--- config.mk ---
export PLATFORM = sky130hd
export DESIGN_NAME = mem_arbiter_flat
export DESIGN_NICKNAME = d
export VERILOG_FILES = /design/src/rtl/mem_arbiter_if.sv /design/src/rtl/mem_arbiter.sv /design/src/flat_wrapper.sv
export SDC_FILE = /design/constraint.sdc
export NUM_CORES = 1
export LEC_CHECK = 0
export BUFFER_PORTS_ARGS = -buffer_cell sky130_fd_sc_hd__clkbuf_2
export CAP_MARGIN = 20
export CORE_UTILIZATION = 42
export DETAILED_ROUTE_END_ITERATION = 12
export PLACE_DENSITY = 0.78
export SYNTH_ARGS = -nofsm -noshare
export SYNTH_HDL_FRONTEND = slang
export SYNTH_SLANG_ARGS = --single-unit
--- constraint.sdc ---
create_clock -name clk -period 3.7 [get_ports clk]
set_input_delay 0 -clock clk [delete_from_list [all_inputs] [get_ports clk]]
set_output_delay 0 -clock clk [all_outputs]
set_load 0.005 [all_outputs]
--- src/rtl/mem_arbiter_if.sv ---
// One memory-port bus: request operands from the master, completion and read data back.
// The arbiter takes a slave modport per master and drives the memory through a master modport.
interface mem_arbiter_if #(
   parameter int XLEN = 32
);
   logic            req;
   logic            wen;
   logic [2:0]      mode;
   logic [XLEN-1:0] addr;
   logic [XLEN-1:0] wdata;
   logic [XLEN-1:0] rdata;
   logic            ready;
   logic            err;

   modport master (output req, wen, mode, addr, wdata, input rdata, ready, err);
   modport slave  (input req, wen, mode, addr, wdata, output rdata, ready, err);
endinterface

--- src/rtl/mem_arbiter.sv ---
// Two-master round-robin arbiter for the single memory port: IDLE -> BUSY -> DONE,
// registered outputs, per-transaction timeout reported through mN_err.
module mem_arbiter #(
   parameter int XLEN    = 32,
   parameter int TIMEOUT = 255
) (
   input  logic          clk,
   input  logic          rst,
   mem_arbiter_if.slave  m0,
   mem_arbiter_if.slave  m1,
   mem_arbiter_if.master slv,
   output logic [1:0]    gnt
);
   localparam int CW = (TIMEOUT <= 1) ? 1 : $clog2(TIMEOUT + 1);
   localparam logic [CW-1:0] TMAX = (TIMEOUT == 0) ? '0 : CW'(TIMEOUT - 1);

   typedef enum logic [1:0] {IDLE, BUSY, DONE} state_t;

   state_t                 state_q, state_d;
   logic                   last_q, last_d;
   logic [1:0]             gnt_q, gnt_d;
   logic [CW-1:0]          cnt_q, cnt_d;
   logic                   sreq_q, sreq_d;
   logic                   swen_q, swen_d;
   logic [2:0]             smode_q, smode_d;
   logic [XLEN-1:0]        saddr_q, saddr_d;
   logic [XLEN-1:0]        swdata_q, swdata_d;
   logic [1:0][XLEN-1:0]   rdata_q, rdata_d;
   logic [1:0]             ready_q, ready_d;
   logic [1:0]             err_q, err_d;
   logic [1:0]             req;
   logic                   win;
   logic                   own;
   logic                   unused_slv_err;

   assign req            = {m1.req, m0.req};
   assign own            = gnt_q[1];
   assign unused_slv_err = slv.err;

   always_comb begin
      state_d  = state_q;
      last_d   = last_q;
      gnt_d    = gnt_q;
      cnt_d    = cnt_q;
      sreq_d   = sreq_q;
      swen_d   = swen_q;
      smode_d  = smode_q;
      saddr_d  = saddr_q;
      swdata_d = swdata_q;
      rdata_d  = rdata_q;
      ready_d  = '0;
      err_d    = '0;
      win      = 1'b0;
      case (state_q)
         IDLE: begin
            if (|req) begin
               // on a tie the master that did not win last time goes first
               win      = (req == 2'b11) ? ~last_q : req[1];
               state_d  = BUSY;
               last_d   = win;
               gnt_d    = win ? 2'b10 : 2'b01;
               cnt_d    = '0;
               sreq_d   = 1'b1;
               swen_d   = win ? m1.wen   : m0.wen;
               smode_d  = win ? m1.mode  : m0.mode;
               saddr_d  = win ? m1.addr  : m0.addr;
               swdata_d = win ? m1.wdata : m0.wdata;
            end
         end
         BUSY: begin
            if (slv.ready) begin
               state_d      = DONE;
               sreq_d       = 1'b0;
               swen_d       = 1'b0;
               ready_d[own] = 1'b1;
               rdata_d[own] = slv.rdata;
            end else if (TIMEOUT != 0 && cnt_q == TMAX) begin
               state_d      = DONE;
               sreq_d       = 1'b0;
               swen_d       = 1'b0;
               ready_d[own] = 1'b1;
               err_d[own]   = 1'b1;
               rdata_d[own] = '0;
            end else if (cnt_q != '1) begin
               cnt_d = cnt_q + CW'(1);
            end
         end
         DONE: begin
            // requests are deliberately not looked at here so a held req is not re-granted
            state_d = IDLE;
            gnt_d   = '0;
         end
         default: state_d = IDLE;
      endcase
   end

   always_ff @(posedge clk or posedge rst) begin
      if (rst) begin
         state_q  <= IDLE;
         last_q   <= 1'b1;
         gnt_q    <= '0;
         cnt_q    <= '0;
         sreq_q   <= 1'b0;
         swen_q   <= 1'b0;
         smode_q  <= '0;
         saddr_q  <= '0;
         swdata_q <= '0;
         rdata_q  <= '0;
         ready_q  <= '0;
         err_q    <= '0;
      end else begin
         state_q  <= state_d;
         last_q   <= last_d;
         gnt_q    <= gnt_d;
         cnt_q    <= cnt_d;
         sreq_q   <= sreq_d;
         swen_q   <= swen_d;
         smode_q  <= smode_d;
         saddr_q  <= saddr_d;
         swdata_q <= swdata_d;
         rdata_q  <= rdata_d;
         ready_q  <= ready_d;
         err_q    <= err_d;
      end
   end

   assign gnt       = gnt_q;
   assign slv.req   = sreq_q;
   assign slv.wen   = swen_q;
   assign slv.mode  = smode_q;
   assign slv.addr  = saddr_q;
   assign slv.wdata = swdata_q;
   assign m0.rdata  = rdata_q[0];
   assign m0.ready  = ready_q[0];
   assign m0.err    = err_q[0];
   assign m1.rdata  = rdata_q[1];
   assign m1.ready  = ready_q[1];
   assign m1.err    = err_q[1];
endmodule

--- src/flat_wrapper.sv ---
// flat-port wrapper written by rule: the top's interface ports become plain ports
module mem_arbiter_flat 
#(
   parameter int XLEN    = 32,
   parameter int TIMEOUT = 255
)
  (clk, rst, gnt, m0_req, m0_wen, m0_mode, m0_addr, m0_wdata, m0_rdata, m0_ready, m0_err, m1_req, m1_wen, m1_mode, m1_addr, m1_wdata, m1_rdata, m1_ready, m1_err, slv_req, slv_wen, slv_mode, slv_addr, slv_wdata, slv_rdata, slv_ready, slv_err);
  mem_arbiter_if #(.XLEN(XLEN)) m0_i ();
  mem_arbiter_if #(.XLEN(XLEN)) m1_i ();
  mem_arbiter_if #(.XLEN(XLEN)) slv_i ();
  input  logic clk;
  input  logic rst;
  output logic [1:0] gnt;
  input wire logic [$bits(m0_i.req)-1:0] m0_req;
  input wire logic [$bits(m0_i.wen)-1:0] m0_wen;
  input wire logic [$bits(m0_i.mode)-1:0] m0_mode;
  input wire logic [$bits(m0_i.addr)-1:0] m0_addr;
  input wire logic [$bits(m0_i.wdata)-1:0] m0_wdata;
  output wire logic [$bits(m0_i.rdata)-1:0] m0_rdata;
  output wire logic [$bits(m0_i.ready)-1:0] m0_ready;
  output wire logic [$bits(m0_i.err)-1:0] m0_err;
  input wire logic [$bits(m1_i.req)-1:0] m1_req;
  input wire logic [$bits(m1_i.wen)-1:0] m1_wen;
  input wire logic [$bits(m1_i.mode)-1:0] m1_mode;
  input wire logic [$bits(m1_i.addr)-1:0] m1_addr;
  input wire logic [$bits(m1_i.wdata)-1:0] m1_wdata;
  output wire logic [$bits(m1_i.rdata)-1:0] m1_rdata;
  output wire logic [$bits(m1_i.ready)-1:0] m1_ready;
  output wire logic [$bits(m1_i.err)-1:0] m1_err;
  output wire logic [$bits(slv_i.req)-1:0] slv_req;
  output wire logic [$bits(slv_i.wen)-1:0] slv_wen;
  output wire logic [$bits(slv_i.mode)-1:0] slv_mode;
  output wire logic [$bits(slv_i.addr)-1:0] slv_addr;
  output wire logic [$bits(slv_i.wdata)-1:0] slv_wdata;
  input wire logic [$bits(slv_i.rdata)-1:0] slv_rdata;
  input wire logic [$bits(slv_i.ready)-1:0] slv_ready;
  input wire logic [$bits(slv_i.err)-1:0] slv_err;
  assign m0_i.req = m0_req;
  assign m0_i.wen = m0_wen;
  assign m0_i.mode = m0_mode;
  assign m0_i.addr = m0_addr;
  assign m0_i.wdata = m0_wdata;
  assign m0_rdata = m0_i.rdata;
  assign m0_ready = m0_i.ready;
  assign m0_err = m0_i.err;
  assign m1_i.req = m1_req;
  assign m1_i.wen = m1_wen;
  assign m1_i.mode = m1_mode;
  assign m1_i.addr = m1_addr;
  assign m1_i.wdata = m1_wdata;
  assign m1_rdata = m1_i.rdata;
  assign m1_ready = m1_i.ready;
  assign m1_err = m1_i.err;
  assign slv_req = slv_i.req;
  assign slv_wen = slv_i.wen;
  assign slv_mode = slv_i.mode;
  assign slv_addr = slv_i.addr;
  assign slv_wdata = slv_i.wdata;
  assign slv_i.rdata = slv_rdata;
  assign slv_i.ready = slv_ready;
  assign slv_i.err = slv_err;
  mem_arbiter #(.XLEN(XLEN), .TIMEOUT(TIMEOUT)) u_core (.clk(clk), .rst(rst), .m0(m0_i), .m1(m1_i), .slv(slv_i), .gnt(gnt));
endmodule
After elaboration in Yosys (flattened, before gate mapping)
Cells that the tools add are included.
W data, S select, Z words.
{"block": "word_totals", "regBits": 150, "wordCells": 76}
{"block": "classes", "n_eq_ne": 10, "muxes": 35, "bitwise": 3, "order_cmp": 2, "reduce_logical": 12, "n_addsub": 1}
{"cell": "$mux W64", "count": 2}
{"cell": "$mux W32", "count": 3}
{"cell": "$and A64 B64 Y64", "count": 1}
{"cell": "$bwmux W64", "count": 1}
{"cell": "$not A64 Y64", "count": 1}
{"cell": "$demux W32 S1", "count": 1}
{"cell": "$mux W8", "count": 4}
{"cell": "$mux W2", "count": 10}
{"cell": "$pmux W8 S2", "count": 1}
{"cell": "$add A8 B1 Y8 const B", "count": 1}
{"cell": "$eq A8 B8 Y1 const B", "count": 1}
{"cell": "$ne A8 B8 Y1 const B", "count": 1}
{"cell": "$pmux W2 S2", "count": 2}
{"cell": "$reduce_and A2 Y1", "count": 4}
{"cell": "$mux W1", "count": 7}
{"cell": "$reduce_bool A2 Y1", "count": 3}
{"cell": "$reduce_and A5 Y1", "count": 1}
{"cell": "$eq A2 B2 Y1 const B", "count": 2}
{"cell": "$ne A2 B1 Y1 const B", "count": 2}
{"cell": "$ne A2 B2 Y1 const B", "count": 2}
{"cell": "$pmux W1 S2", "count": 2}
{"cell": "$mux W3", "count": 1}
{"cell": "$ne A3 B2 Y1 const B", "count": 1}
{"cell": "$reduce_and A3 Y1", "count": 1}
{"cell": "other kinds (8)", "count": 8}

Logic depth before layout (Yosys ltp)
{"block": "logic_depth", "ltp_word": 8, "depth_mapped": 7, "mapped_depth_nobuf": 6}

Least setup slack after synthesis
OpenSTA, ideal clock, no wires.
{"block": "synth_timing", "kind": "flip-flop to flip-flop", "from": "register u_core.cnt_q[0]", "to": "register u_core.cnt_q[1]", "arrival_ps": 1595, "required_ps": 3572, "slack_ps": 1978, "n_path_buf": 0, "synth_period_minus_slack_ps": 1722, "stages_incl_launch_ff": 6, "path_cell_list": "dfrtp_1 ha_1 or2_2 nand4_1 a2bb2oi_4 mux2_1"}
{"block": "synth_between", "elab_chain_len": 5, "elab_cells_between_ends": 10}
{"item": "from (decl)", "line_no": "mem_arbiter.sv:22", "text": "logic [CW-1:0] cnt_q, cnt_d;"}
{"item": "from (signal assigned)", "line_no": "mem_arbiter.sv:115", "text": "cnt_q <= cnt_d;"}
{"item": "$add A8 B1 Y8", "line_no": "mem_arbiter.sv:85", "text": "cnt_d = cnt_q + CW'(1);"}
{"item": "$mux W8", "line_no": "mem_arbiter.sv:84", "text": "end else if (cnt_q != '1) begin"}
{"item": "$mux W8", "line_no": "mem_arbiter.sv:77", "text": "end else if (TIMEOUT != 0 && cnt_q == TMAX) begin"}
{"item": "$mux W8", "line_no": "mem_arbiter.sv:71", "text": "if (slv.ready) begin"}
{"item": "$pmux W8 S2", "line_no": "mem_arbiter.sv:54", "text": "case (state_q)"}
Several ways; a longest one is shown, not always the timed one. The select of a mux whose other input is x is not followed.
A chain may end at the register's enable or synchronous reset.

Final worst setup path
{"block": "layout_timing", "from": "register u_core.last_q", "to": "register u_core.swdata_q[16], in the netlist u_core.slv.wdata[16]"}
{"block": "layout_between", "elab_chain_len": 3}
{"item": "from (decl)", "line_no": "mem_arbiter.sv:20", "text": "logic last_q, last_d;"}
{"item": "from (signal assigned)", "line_no": "mem_arbiter.sv:113", "text": "last_q <= last_d;"}
{"item": "$not A1 Y1", "line_no": "mem_arbiter.sv:58", "text": "win = (req == 2'b11) ? ~last_q : req[1];"}
{"item": "$mux W1", "line_no": "mem_arbiter.sv:58"}
{"item": "$mux W32", "line_no": "mem_arbiter.sv:67", "text": "swdata_d = win ? m1.wdata : m0.wdata;"}
{"item": "to (signal assigned)", "line_no": "mem_arbiter.sv:120", "text": "swdata_q <= swdata_d;"}
{"item": "to (decl)", "line_no": "mem_arbiter.sv:27", "text": "logic [XLEN-1:0] swdata_q, swdata_d;"}
No other way between the ends.

==> results.json <==
{
  "status": "complete, no violations",
  "die_h_um": 125,
  "p_per_area_nw_per_um2": 713,
  "end_kind": "register",
  "synth_top_family_by_area": "compound AO/OA/AOI/OAI gates",
  "fmax_mhz": 423,
  "drv_cap": 0,
  "io_pins": 313,
  "clock_path_buffers": 2,
  "detail_route.drc_violations": 0,
  "period_share_pct": 63.9,
  "seq_area_frac_synth_pct": 59.4,
  "synth_ff_type": "dfrtp_1",
  "viasPerCell": 5.45,
  "grt_pass1_vias": 6849,
  "muxShareOfSynthArea_pct": 11.1,
  "peakVddDrop_uv": 308,
  "initial_core_util_pct": 43.3,
  "async_flop_share_pct": 100,
  "cts_sinks": 150,
  "cp-start-kind": "register",
  "synth_xor_area_share_pct": 0,
  "synthSimpleGateAreaFrac_pct": 7.15,
  "ant_nets": 0,
  "ys_warn_count": 0,
  "yosys.cell_types.count": 42,
  "rsz0062_at_grt": "no",
  "nets": 1175,
  "drt-pass1-iter-count": 5,
  "synth_fp_nets": 708,
  "place_area_um2": 7980,
  "port_buffers": 311,
  "vias": 6521,
  "htreeDepth": 4,
  "required_ns": 3.95,
  "synth_top_area_share_pct": 59.0,
  "grt_max_degree": 151,
  "synth_edf_count": 0,
  "synth.largest_area_cell": "dfrtp_1",
  "tritoncts": "built",
  "n_antenna_cell": 0,
  "clkTransAtPathRegs_ns": 0.06,
  "min_path_type": "in2reg",
  "fin_skew_ns": 0.00989,
  "cts-root-buf": "clkbuf_16",
  "grt_pass1_wl_um": 36500,
  "netlist_top_cells_area": "dfrtp_1 59%, mux2i_1 11%, a22o_1 8.9%",
  "globalplace.congestion": 0.803,
  "core_region_area_um2": 14600,
  "dieArea_um2": 15500,
  "syn2layout_area_growth_pct": 61.9,
  "die_w_um": 125,
  "wl_um": 23100,
  "avgSynthCellArea_um2": 11.9,
  "drive_gt1_share_pct": 35.7,
  "cts_buffers": 17,
  "post-route-min-period_ns": 2.37,
  "fin_area_um2": 10200,
  "drtIter0Drc": 389,
  "nFillCells": 943,
  "setup_tns_ns": 0,
  "wl_per_cell_um": 19.3,
  "clock_latency_ns": 0.42,
  "syn_area_um2": 6320,
  "crit_fanout": 64,
  "ys_seq_elements": 150,
  "synthAdderAreaFrac_pct": 0.396,
  "cp_data_arrival_time_ns": 2.62,
  "hold_viol_final": 0,
  "antenna_found_initial": 0,
  "relSlewSlack_pct": 33.9,
  "final_max_slew_viol_count": 0,
  "synth_compound_area_share_pct": 18.1,
  "dp_hpwl_um": 12000,
  "synth_cells": 532,
  "power_leakage_nw": 5.27,
  "rows": 44,
  "worstMarginPinSlew_ns": 0.987,
  "grt-ovfl-total": 0,
  "critPathKind": "reg2reg",
  "setup_viol": 0,
  "grt_util_all_layers_pct": 30.2
}
## metrics by stage
stage | hold WS [ns] | setup slack [ns] | instances | utilization, % | power [mW]
floorplan | 0.130 | 1.81 | 532 | - | 4.09
global placement | 0.235 | 1.65 | 994 | 54.7 | 5.15
detailed placement | 0.241 | 1.60 | 994 | 54.7 | 5.24
CTS | 0.0377 | 1.43 | 1196 | 70.1 | 7.07
global route | 0.119 | 1.26 | 1196 | 70.1 | 7.67
finish | 0.0631 | 1.33 | 1196 | 70.1 | 7.29
## sequential cells by signal, indices dropped and copies added, names as in the netlist, 3 cells and up
| name | count |
|---|---|
| u_core.m1.rdata | 32 |
| u_core.slv.wdata | 32 |
| u_core.slv.mode | 3 |
| u_core.m0.rdata | 32 |
| u_core.cnt_q | 8 |
| u_core.slv.addr | 32 |
## cells in the final DEF (no fill, tap or decap), types with 4 or more instances in the layout
cell type / instances
dlygate4sd3_1: 170
o21ai_0: 72
clkinvlp_4: 6
buf_4: 4
a21oi_1: 5
nand2_1: 75
dfrtp_1: 149
clkbuf_2: 311
a22o_1: 64
inv_6: 4
nor2_1: 11
clkbuf_16: 17
inv_1: 4
mux2i_1: 69
## power by group
group / internal, mW / switching [mW] / total (mW)
Sequential: 2.39 / 0.506 / 2.89
Combinational: 1.34 / 1.45 / 2.79
Clock: 0.875 / 0.736 / 1.61
## critical path: stages (launching register included)
cell and delay (ns):
dfstp_2 0.39, a21boi_4 0.36, buf_12 0.41, mux2i_1 0.31
dlygate4sd3_1 0.58, o21ai_0 0.08
## cells in the mapped netlist (2+ instances only)
master and instances:
a21boi_0 3, a21oi_1 5, a22o_1 64, a2bb2oi_1 2, and3_1 2, buf_2 18
buf_4 5, buf_6 4, clkbuf_1 12, dfrtp_1 149, ha_1 2, inv_1 5
mux2i_1 69, nand2_1 75, nand2b_1 2, nand3_1 2, nor2_1 13, nor3_1 3
o211ai_4 2, o21a_1 2, o21ai_0 72
## path summary, 6_finish.rpt
kind | from | endpoint | slack, ns | cells past startpoint
hold / removal | m1_req | u_core.gnt[0]$_DFFE_PP0P_ | 0.06 | 4
setup / recovery | u_core.last_q$_DFFE_PP1P_ | u_core.slv.wdata[16]$_DFFE_PP0P_ | 1.33 | 5
max in group asynchronous | rst | u_core.slv.wdata[2]$_DFFE_PP0P_ | 2.68 | 4
min in group asynchronous | rst | u_core.m0.rdata[13]$_DFFE_PP0P_ | 0.27 | 4
hold reg to reg | u_core.slv.wdata[18]$_DFFE_PP0P_ | u_core.slv.wdata[18]$_DFFE_PP0P_ | 0.48 | 2
setup reg to reg | u_core.last_q$_DFFE_PP1P_ | u_core.slv.wdata[16]$_DFFE_PP0P_ | 1.33 | 5
## per-layer routing
metal / global-route usage (%) / part of all wire (%)
met1: 34.1 / 36
met3: 7.95 / 8.0
met2: 50.5 / 50
met5: 0 / 0
met4: 19.1 / 6.0
## cells by family (layout without fill, tap and decap cells)
logic type	after synthesis	after routing
AO/OA/AOI/OAI	160	160
AND/OR/NAND/NOR	106	106
multiplexers	70	70
flip-flops	150	150
adder cells (fa/ha/maj)	2	2
buffers and inverters	44	524
## what timing repair did
item                      CTS  global route
gates resized for setup     0             0
buffers inserted            0             0
hold endpoints to repair  282             0
hold buffers              170             0
## final cells by class
cell class	count	area (um^2)	area share (%)
Clock buffer	18	429	4.20
Clock inverter	14	118	1.15
Inverter	5	22.5	0.220
Multi-Input combinational cell	338	2350	22.9
Sequential cell	150	3750	36.7
Tap cell	184	230	2.25
Timing Repair Buffer	487	3330	32.5
Note: power is estimated with default switching activity, not from simulation.
